==> config.mk <==
export PLATFORM = sky130hd
export DESIGN_NAME = retire_reporter
export DESIGN_NICKNAME = d
export VERILOG_FILES = /design/src/rtl/retire_reporter.sv
export SDC_FILE = /design/constraint.sdc
export NUM_CORES = 1
export LEC_CHECK = 0
export ABC_AREA = 1
export BUFFER_PORTS_ARGS = -buffer_cell sky130_fd_sc_hd__buf_2
export CAP_MARGIN = 20
export CORE_UTILIZATION = 48
export CTS_BUF_LIST = sky130_fd_sc_hd__clkbuf_16
export DETAILED_ROUTE_END_ITERATION = 16
export GPL_TIMING_DRIVEN = 0
export PLACE_DENSITY = 0.8
export SYNTH_ARGS = -nofsm -noshare
export SYNTH_HDL_FRONTEND = slang
export SYNTH_SLANG_ARGS = --single-unit
==> constraint.sdc <==
create_clock -name CLK -period 2 [get_ports CLK]
set_clock_uncertainty 0.05 [all_clocks]
set_input_delay 0.1 -clock CLK [delete_from_list [all_inputs] [get_ports CLK]]
set_output_delay 0.1 -clock CLK [all_outputs]
set_load 0.1 [all_outputs]
==> src/rtl/retire_reporter.sv <==
// Retire reporter: counts retirements, exposes last result, detects the two-word halt sequence; 1-cycle latency, no backpressure.
// Optional RETIRE_CYCLE_CNT_EN adds a free-running CYCLE_CNT that freezes once halted.
module retire_reporter #(
  parameter logic [31:0] HALT_INST0 = 32'h00C00093,
  parameter logic [31:0] HALT_INST1 = 32'h00008067
) (
  input  logic        CLK,
  input  logic        RST,
  input  logic        RET_VALID,
  input  logic [31:0] RET_INST,
  input  logic        RET_RD_WE,
  input  logic [31:0] RET_RD_DATA,
  input  logic [11:0] RET_MEM_ADDR,
  input  logic        RET_BR_TAKEN,
  output logic [31:0] NUM_INST,
  output logic [31:0] OUTPUT_PORT,
`ifdef RETIRE_CYCLE_CNT_EN
  output logic [31:0] CYCLE_CNT,
`endif
  output logic        HALT
);

  localparam logic [6:0] OPC_STORE  = 7'b0100011;
  localparam logic [6:0] OPC_BRANCH = 7'b1100011;

  typedef enum logic [1:0] {
    S_RUN    = 2'd0,
    S_ARMED  = 2'd1,
    S_HALTED = 2'd2
  } state_t;

  state_t      state_q, state_d;
  logic [31:0] num_inst_q, num_inst_d;
  logic [31:0] out_port_q, out_port_d;
  logic        halt_q;
  logic [6:0]  opcode;

  assign opcode = RET_INST[6:0];

  always_ff @(posedge CLK or posedge RST) begin
    if (RST) begin
      state_q    <= S_RUN;
      num_inst_q <= 32'd0;
      out_port_q <= 32'd0;
      halt_q     <= 1'b0;
    end else begin
      state_q    <= state_d;
      num_inst_q <= num_inst_d;
      out_port_q <= out_port_d;
      halt_q     <= (state_d == S_HALTED);
    end
  end

  // Count, result and halt-sequence tracking all derive from the same retirement.
  always_comb begin
    state_d    = state_q;
    num_inst_d = num_inst_q;
    out_port_d = out_port_q;
    if (RET_VALID && (state_q != S_HALTED)) begin
      num_inst_d = num_inst_q + 32'd1;
      if (opcode == OPC_STORE)
        out_port_d = {20'b0, RET_MEM_ADDR};
      else if (opcode == OPC_BRANCH)
        out_port_d = {31'b0, RET_BR_TAKEN};
      else if (RET_RD_WE)
        out_port_d = RET_RD_DATA;

      case (state_q)
        S_RUN: begin
          if (RET_INST == HALT_INST0)
            state_d = S_ARMED;
        end
        S_ARMED: begin
          if (RET_INST == HALT_INST1)
            state_d = S_HALTED;
          else if (RET_INST == HALT_INST0)
            state_d = S_ARMED;
          else
            state_d = S_RUN;
        end
        default: state_d = state_q;
      endcase
    end
  end

  assign NUM_INST    = num_inst_q;
  assign OUTPUT_PORT = out_port_q;
  assign HALT        = halt_q;

`ifdef RETIRE_CYCLE_CNT_EN
  logic [31:0] cycle_cnt_q;

  always_ff @(posedge CLK or posedge RST) begin
    if (RST)
      cycle_cnt_q <= 32'd0;
    else if (state_q != S_HALTED)
      cycle_cnt_q <= cycle_cnt_q + 32'd1;
  end

  assign CYCLE_CNT = cycle_cnt_q;
`endif

endmodule
==> impl_metrics.env <==
export IMPL_status="finished, final reports clean"
export IMPL_antenna_found_initial=0
export IMPL_ios=146
export IMPL_die_w_um=86.68
export IMPL_grt_pass1_wl_mm=14.80
export IMPL_gp_congestion=0.8313
export IMPL_critical_path_required_ns=2.17
export IMPL_dpl_hpwl_mm=6.498
export IMPL_yosysWarnings=0
export IMPL_nets=706
export IMPL_crit_top_cell="nand2_1"
export IMPL_seqCellArea_um2=1688
export IMPL_fp_dieH_um=86.68
export IMPL_die_area_um2=7513
export IMPL_clockBufferDepth=2
export IMPL_num_antenna_cells=0
export IMPL_h_tree_depth=3
export IMPL_numCtsBuffers=9
export IMPL_startpoint_type="flip-flop"
export IMPL_placementRows=30
export IMPL_clock_latency_ns=0.33
export IMPL_via_per_inst=4.927
export IMPL_drtIter0Drc=111
export IMPL_cp_num_buf_inv=0
export IMPL_maxCapViolCount=0
export IMPL_slew_violations=0
export IMPL_min_period_ns=1.636
export IMPL_slowest_stage="dfrtp_2"
export IMPL_worst_slack_ns=0.3639
export IMPL_postCtsResizedCells=0
export IMPL_critical_path_max_fanout=6
export IMPL_max_freq_ghz=0.6112
export IMPL_cp_top_family="simple AND/OR/NAND/NOR gates"
export IMPL_synthesis_nets=528
export IMPL_worst_setup_path_type="reg -> reg"
export IMPL_drive_above_1_share=0.3037
export IMPL_crit_chain="ha_1 -> nand3_1 -> nor2_4 -> nand2_1 -> nor2_1 -> nand2_1 -> nand2_1 -> nand2_1"
export IMPL_final_common_cell="nand2_1"
export IMPL_fillers=542
export IMPL_portBuffers=145
export IMPL_syn_inst=446
export IMPL_grt_max_degree=41
export IMPL_post_cts_buffers=0
export IMPL_cts_root_buf="clkbuf_16"
export IMPL_finalSetupViolations=0
export IMPL_worstHoldPathType="in -> reg"
export IMPL_place_ws_ns=0.3959
export IMPL_area_growth_pct=40.57
export IMPL_critical_path_arrival_ns=1.80
export IMPL_start_util=0.5011
export IMPL_cts_sinks=67
export IMPL_peakVddDrop_v=0.0004422
export IMPL_worst_pin_slew_ns=0.6245
export IMPL_worstReg2RegStart="NUM_INST[0]"
export IMPL_cp_startpoint="NUM_INST[0]"
export IMPL_slew_limit_headroom=0.5831
export IMPL_drc=0
export IMPL_leakage_nw=2.731
export IMPL_p_per_area_nw_per_um2=659.2
export IMPL_multiInputGateArea_um2=1565
export IMPL_grt_ovfl_total=0
export IMPL_post_drt_wl_per_cell_um=12.57
export IMPL_final_cell_mix="nand2_1, buf_2, dfrtp_1, nor2_1, inv_1"
export IMPL_fp_coreArea_um2=6869
export IMPL_cp_slowest_stage_delay_ns=0.38
export IMPL_clk_pin_slew_ns=0.06
export IMPL_synth_area_per_cell_um2=7.718
export IMPL_tritoncts="built"
export IMPL_first_pass_iters=4
export IMPL_vias=3572
export IMPL_grt_pass1_vias=3360
export IMPL_synth_seq_cells=67
export IMPL_synth_cell_type_count=26
export IMPL_ant_nets=0
export IMPL_synthesis_area_um2=3442
export IMPL_synth_seq_area_share=0.4871
export IMPL_track_usage=0.2567
export IMPL_hold_viol_final=0
export IMPL_finalCritPeriodShare=0.8181
export IMPL_min_from="RET_MEM_ADDR[2]"
export IMPL_hold_slack_ns=0.005295
export IMPL_end_kind="flip-flop"
export IMPL_rrSetupSlack_ns=0.36
export IMPL_routed_wl_mm=9.112
export IMPL_p_total_mw=3.190
export IMPL_rsz0062_at_grt="false"
export IMPL_setup_tns_final_ns=0
[flip-flops by register name, indices dropped and copies added (netlist names)]
signal / count
HALT: 1
NUM_INST: 32
OUTPUT_PORT: 32
state_q: 2
[repair_timing]
item | 4_1_cts | 5_1_grt
hold buffers | 21 | 0
endpoints found under the hold margin | 47 | 0
endpoints found under the setup margin | 0 | 0
[report_power, final]
group | switching [mW] | internal (mW) | leakage [nW]
combinational | 0.0888 | 0.104 | 1.67
clock | 0.566 | 1.07 | 0.152
sequential | 0.00000000138 | 1.36 | 0.907
[worst register-to-register path, delay by kind of cell, from the launching register on]
kind / cells / cell delay [ns]
AND/OR/NAND/NOR: 7 / 0.91
flip-flops: 1 / 0.38
adder cells (fa/ha/maj): 1 / 0.18
[cell type report]
type                            instances  share of cell area
Buffer                                 10             0.01655
Clock buffer                            9             0.04655
Clock inverter                          7             0.01733
Inverter                               32             0.02483
Multi-Input combinational cell        337              0.3235
Sequential cell                        67              0.3488
Tap cell                               96             0.02483
Timing Repair Buffer                  167              0.1976
[cells by family after synthesis]
kind of cell,share of synthesized area
adder cells (fa/ha/maj),0.003634
flip-flops,0.4871
AND/OR/NAND/NOR,0.3548
XOR/XNOR,0.04835
buffers and inverters,0.05816
AO/OA/AOI/OAI,0.04798
[layer usage]
| layer | global-route usage | part of all wire | up-vias |
|---|---|---|---|
| met1 | 0.2854 | 0.40 | 1627 |
| met2 | 0.4517 | 0.50 | 160 |
| met5 | 0 | 0 | - |
| met4 | 0.1379 | 0.040 | 0 |
| li1 | - | - | 1746 |
| met3 | 0.06476 | 0.062 | 39 |
[Yosys cell counts]
| cell | instances | share of area |
|---|---|---|
| a21oi_1 | 1 | 0.0015 |
| buf_2 | 1 | 0.0015 |
| buf_4 | 1 | 0.0022 |
| buf_6 | 5 | 0.016 |
| clkbuf_1 | 3 | 0.0033 |
| dfrtp_1 | 67 | 0.49 |
| ha_1 | 1 | 0.0036 |
| inv_1 | 27 | 0.029 |
| inv_2 | 5 | 0.0055 |
| nand2_1 | 199 | 0.22 |
| nand3_1 | 14 | 0.020 |
| nand3_2 | 1 | 0.0029 |
| nand3b_1 | 9 | 0.020 |
| nand4_1 | 8 | 0.015 |
| nor2_1 | 45 | 0.049 |
| nor2_2 | 1 | 0.0018 |
| nor2_4 | 4 | 0.013 |
| nor3_1 | 6 | 0.0087 |
| nor3_2 | 1 | 0.0029 |
| nor3_4 | 1 | 0.0047 |
| o21ai_0 | 6 | 0.0087 |
| o21ai_1 | 18 | 0.026 |
| o21ai_4 | 2 | 0.0095 |
| o21bai_1 | 1 | 0.0022 |
| xnor2_1 | 12 | 0.031 |
| xor2_1 | 7 | 0.018 |
[stage by stage]
stage / util / instance area (um^2) / std cells
after floorplan: - / 3453 / 446
after global placement: 0.6259 / 4299 / 687
after detailed placement: 0.6288 / 4319 / 688
after CTS: 0.7044 / 4838 / 725
after global routing: 0.7044 / 4838 / 725
final: 0.7044 / 4838 / 725
[worst paths after layout]
check / to / cells past startpoint
worst min register to register: OUTPUT_PORT[3] / 2
worst max register to register: NUM_INST[24] / 8
max in group asynchronous: NUM_INST[8] / 4
min in group asynchronous: OUTPUT_PORT[5] / 3
worst max-delay path: NUM_INST[24] / 8
worst min-delay path: OUTPUT_PORT[2] / 5
Power figures use the tool's default switching activity.
